--- src/rtl/adc_seq_ctrl.sv ---
// SAR ADC sequencer: launch conversion, wait for synchronised finish, load and shift result out while shifting config in.
// Result held under valid/ready; HOLD blocks further conversions until accepted.
module adc_seq_ctrl #(
  parameter int RES_BITS    = 12,
  parameter int TIMEOUT_CYC = 1023,
  parameter int SYNC_STAGES = 2
) (
  input  logic                clk,
  input  logic                rst_n,
  input  logic                start,
  input  logic                cont,
  input  logic [RES_BITS-1:0] cfg_word,
  output logic [RES_BITS-1:0] result,
  output logic                result_valid,
  input  logic                result_ready,
  output logic                busy,
  output logic                timeout,
  output logic                adc_conv_start,
  input  logic                adc_conv_finish,
  output logic                adc_load,
  output logic                adc_dati,
  input  logic                adc_dato
);

  localparam int CNT_W = $clog2(TIMEOUT_CYC);
  localparam int BIT_W = $clog2(RES_BITS);

  typedef enum logic [2:0] {
    S_IDLE,
    S_CONV,
    S_LOAD,
    S_SHIFT,
    S_HOLD
  } state_t;

  state_t                 r_state;
  state_t                 w_next;
  logic [SYNC_STAGES-1:0] r_sync;
  logic [CNT_W-1:0]       r_cnt;
  logic [BIT_W-1:0]       r_bit;
  logic [RES_BITS-1:0]    r_tx;
  logic [RES_BITS-1:0]    r_rx;
  logic [RES_BITS-1:0]    r_result;
  logic                   r_timeout;
  logic                   w_fin_s;
  logic                   w_cnt_max;
  logic                   w_bit_last;
  logic [RES_BITS-1:0]    w_rx_next;

  assign w_fin_s    = r_sync[SYNC_STAGES-1];
  assign w_cnt_max  = (r_cnt == CNT_W'(TIMEOUT_CYC - 1));
  assign w_bit_last = (r_bit == BIT_W'(RES_BITS - 1));
  assign w_rx_next  = {r_rx[RES_BITS-2:0], adc_dato};

  always_ff @(posedge clk or negedge rst_n) begin
    if (!rst_n) begin
      r_state <= S_IDLE;
      r_sync  <= '0;
    end else begin
      r_state <= w_next;
      r_sync  <= {r_sync[SYNC_STAGES-2:0], adc_conv_finish};
    end
  end

  always_comb begin
    w_next         = r_state;
    adc_conv_start = 1'b0;
    adc_load       = 1'b0;
    adc_dati       = 1'b0;
    result_valid   = 1'b0;
    busy           = (r_state != S_IDLE);
    case (r_state)
      S_IDLE: if (start) w_next = S_CONV;
      S_CONV: begin
        adc_conv_start = 1'b1;
        // A finish seen on the last allowed cycle still wins over the timeout
        if (w_fin_s)        w_next = S_LOAD;
        else if (w_cnt_max) w_next = S_IDLE;
      end
      S_LOAD: begin
        adc_load = 1'b1;
        w_next   = S_SHIFT;
      end
      S_SHIFT: begin
        adc_dati = r_tx[RES_BITS-1];
        if (w_bit_last) w_next = S_HOLD;
      end
      S_HOLD: begin
        result_valid = 1'b1;
        if (result_ready) w_next = cont ? S_CONV : S_IDLE;
      end
      default: w_next = S_IDLE;
    endcase
  end

  always_ff @(posedge clk or negedge rst_n) begin
    if (!rst_n) begin
      r_cnt     <= '0;
      r_bit     <= '0;
      r_tx      <= '0;
      r_rx      <= '0;
      r_result  <= '0;
      r_timeout <= 1'b0;
    end else begin
      r_cnt <= (r_state == S_CONV && w_next == S_CONV) ? r_cnt + 1'b1 : '0;
      if (r_state == S_IDLE && start)
        r_timeout <= 1'b0;
      else if (r_state == S_CONV && !w_fin_s && w_cnt_max)
        r_timeout <= 1'b1;
      if (r_state == S_LOAD) begin
        r_tx  <= cfg_word;
        r_bit <= '0;
      end
      if (r_state == S_SHIFT) begin
        r_tx  <= {r_tx[RES_BITS-2:0], 1'b0};
        r_rx  <= w_rx_next;
        r_bit <= r_bit + 1'b1;
        if (w_bit_last) r_result <= w_rx_next;
      end
    end
  end

  assign result  = r_result;
  assign timeout = r_timeout;

endmodule

--- config.mk ---
export PLATFORM = sky130hd
export DESIGN_NAME = adc_seq_ctrl
export DESIGN_NICKNAME = d
export VERILOG_FILES = /design/src/rtl/adc_seq_ctrl.sv
export SDC_FILE = /design/constraint.sdc
export NUM_CORES = 1
export LEC_CHECK = 0
export ABC_AREA = 1
export BUFFER_PORTS_ARGS = -buffer_cell sky130_fd_sc_hd__clkbuf_2
export CORE_ASPECT_RATIO = 1.4
export CORE_MARGIN = 10
export CORE_UTILIZATION = 56
export DETAILED_ROUTE_END_ITERATION = 8
export PLACE_DENSITY = 0.88
export SETUP_SLACK_MARGIN = 0.15
export SLEW_MARGIN = 5
export SYNTH_ARGS = -nofsm -noshare
export SYNTH_HDL_FRONTEND = slang
export SYNTH_SLANG_ARGS = --single-unit
--- constraint.sdc ---
create_clock -name clk -period 1.7 [get_ports clk]
set_clock_uncertainty 0.05 [all_clocks]
set_input_delay 0.34 -clock clk [delete_from_list [all_inputs] [get_ports clk]]
set_output_delay 0.34 -clock clk [all_outputs]
set_load 0.005 [all_outputs]
==> impl_results.md <==
- # port buffers: 36
- Main combinational cell family by area after synthesis: simple AND/OR/NAND/NOR gates
- RD Place Congestion: 0.854
- Die width: 75.5 um
- Area share of the largest cell type after synthesis: 57.0%
- Fin util: 68.2%
- Diodes inserted: 0
- Max-slew violation count: 0
- Fill cells: 323
- Reg2reg start: r_cnt[0]
- Worst path slowest cell: dfrtp_1
- Mux cell area share after synthesis: 0%
- Most common cell on crit path: inv_2
- #FFs+latches synth: 55
- Worst hold path depth: 1
- CP Launch Type: flop
- CTS H-tree depth: 2
- Mapped Avg Cell Area: 9.08 sq um
- Residual DRC: 0
- DIE HEIGHT: 97.7 um
- Total GRT Usage: 14.3%
- Placed cell area: 0.00264 sq mm
- First-pass GRT wire length: 8.48 mm
- MaxCap Viol Count: 0
- Crit path depth: 5
- Synth warnings: 0
- Fraction of layout cells with a size suffix above 1: 27.8%
- Setup tns final: 0 ns
- Overflow after GRT: 0
- Root buffer cell: clkbuf_8
- P per Cell Area: 1530 mW/mm^2
- Max clock buf depth: 2
- Measured slew at the worst slew-check pin: 0.386 ns
- Design area: 0.00287 sq mm
- R2R Setup Slk: 0.24 ns
- Layout area overhead: 18.6%
- Achievable frequency: 0.620 GHz
- Final Hold Vio Count: 0
- Compound-Gate Fraction of Synth Area: 9.17%
- Critical-path cell list: inv_2 -> nor2_4 -> nand2_2 -> inv_2 -> clkbuf_2
- Syn nets: 288
- Post-Synth XOR/XNOR Area: 1.09%
- Drt initial violations: 109
- Post-Synth Simple-Gate Area: 24.5%
- Post-synth ARST share: 100%
- Row count: 28
- WL final: 5.08 mm
- Leak: 1.40 nW
- Seq. cell area: 0.00138 sq mm
- Via-per-instance ratio: 5.37
- DR WL/cell: 14.1 um
- Top cells by area, synth: dfrtp_1, nand2_1, inv_1, nand3_1, o21ai_2
- IO Count: 37
- CTS Buf Count: 5
- Die area: 0.00738 sq mm
- RSZ-0062 raised after global routing: yes
- DP Wirelength: 3.36 mm
- Latest clock arrival within the worst-skew pair: 0.32 ns
- Post-synth EDFFs: 0
- Multi-input gate area: 926 sq um
- Crit end category: output port
- Arr. time, crit path: 1.22 ns
- Layout net count: 337
- Initial cell density of the core: 57.5%
- Crit Path Max Fanout: 4
- Synth Flop Type: dfrtp_1
- Final period utilization: 94.9%
- Hold Path End: r_sync[0]
- Initial antenna violation count: 0
- Reg2Reg Depth: 7
- Peak supply drop: 1040 uV
- Largest net degree at the start of global routing: 56
- Worst setup path category: reg2out
- Clk slew on worst S/H paths: 0.10 ns
- Status: complete, no violations
- Relative slew slack: 74.2%
- Worst path top cell family by delay: flip-flops
- Post-Syn Instances: 266
- Post-synthesis adder-cell area fraction: 1.55%
- Synth unique cells: 28
- 1st-pass router iterations: 4
- HP Start: adc_conv_finish
- Fin crit period: 1.61 ns
- Hold WC Path Type: in2reg
- Worst path bufs/invs: 3
- Sequential area share after synthesis: 57.0%
- Cell taking the most area after synthesis: dfrtp_1
- Vias in the first global route: 1916
- Sink Count: 55
- Crit path largest cell delay: 0.42 ns
- Critical Path RT: 1.31 ns
- Synthesized area: 0.00242 sq mm
- Core area: 0.00420 sq mm
- Synth cell count leaders: nand2_1, dfrtp_1, inv_1
- R2R Path End: r_state[0]
- DRT antenna net count: 0
- Endpoints failing setup: 0
- Top-count cell post-synth: nand2_1
- CTS tree: done
- Vias after detailed routing: 1938
-- cell families (layout without fill, tap and decap cells) --
kind of cell,Yosys count,count (layout)
AND/OR/NAND/NOR,135,135
flip-flops,55,55
buffers and inverters,36,86
AO/OA/AOI/OAI,34,34
adder cells (fa/ha/maj),3,3
XOR/XNOR,3,3
-- state kept, by name, indices dropped and copies added, names as in the netlist --
signal   count
r_bit        4
r_cnt       10
r_rx        11
r_state      3
r_sync       2
r_tx        12
result      12
timeout      1
-- report_power, final --
part	leakage [nW]	internal, W	switching [W]
Clock	0.0485	0.000296	0.000441
Combinational	0.639	0.000652	0.000966
Sequential	0.715	0.00174	0.000275
-- metal layers --
metal / track usage (%) / share of wire, % / vias up
li1: - / - / 937
met1: 16.9 / 40 / 935
met2: 23.2 / 52 / 53
met3: 3.99 / 5.6 / 13
met4: 6.31 / 2.7 / 0
met5: 0 / 0 / -
-- repair_timing --
| action | in CTS | in global routing |
|---|---|---|
| pin swaps | 1 | 2 |
| setup buffers | 5 | 3 |
| hold endpoints to repair | 55 | 0 |
| resized for setup | 6 | 14 |
| setup endpoints to repair | 4 | 17 |
| hold buffers | 1 | 0 |
-- per-stage QoR --
| step | hold slack, ns | std cells | worst slack, ns | total power, W |
|---|---|---|---|---|
| 5_1_grt | 0.0798 | 361 | 0.00451 | 0.00470 |
| 2_1_floorplan | -0.00559 | 266 | 0.358 | 0.00299 |
| 6_report | 0.0841 | 361 | 0.0864 | 0.00437 |
| 4_1_cts | 0.0727 | 358 | 0.0819 | 0.00429 |
| 3_3_place_gp | 0.285 | 344 | 0.262 | 0.00339 |
| 3_5_place_dp | 0.293 | 344 | 0.228 | 0.00346 |
-- worst max-delay path by stage --
stage                from   endpoint  slack, ns
2_1_floorplan  r_state[2]   adc_dati       0.36
5_1_grt        r_state[1]   adc_load      0.005
4_1_cts        r_state[1]   adc_dati       0.08
3_5_place_dp     r_bit[0]  result[1]       0.23
3_3_place_gp     r_bit[0]  result[8]       0.26
6_report       r_state[1]   adc_load       0.09
-- cells in the final DEF, fill, tap and decap left out, drive strengths merged --
cell	n
nand4	4
dlygate4sd3	1
nor3	1
clkinv	2
o21bai	1
nand3	20
nor2	19
nand3b	1
clkbuf	39
nand2	90
a21oi	2
inv	30
xnor2	1
a22o	1
xor2	2
dfrtp	55
o31ai	1
buf	14
o211ai	2
o21ai	27
ha	3
-- final cells by class --
type | count | share of cell area [%]
Clock buffer | 5 | 2.40
Clock inverter | 3 | 0.786
Inverter | 29 | 3.88
Multi-Input combinational cell | 175 | 32.3
Sequential cell | 55 | 48.1
Tap cell | 45 | 1.96
Timing Repair Buffer | 49 | 10.6
(Power assumes the default switching activity.)
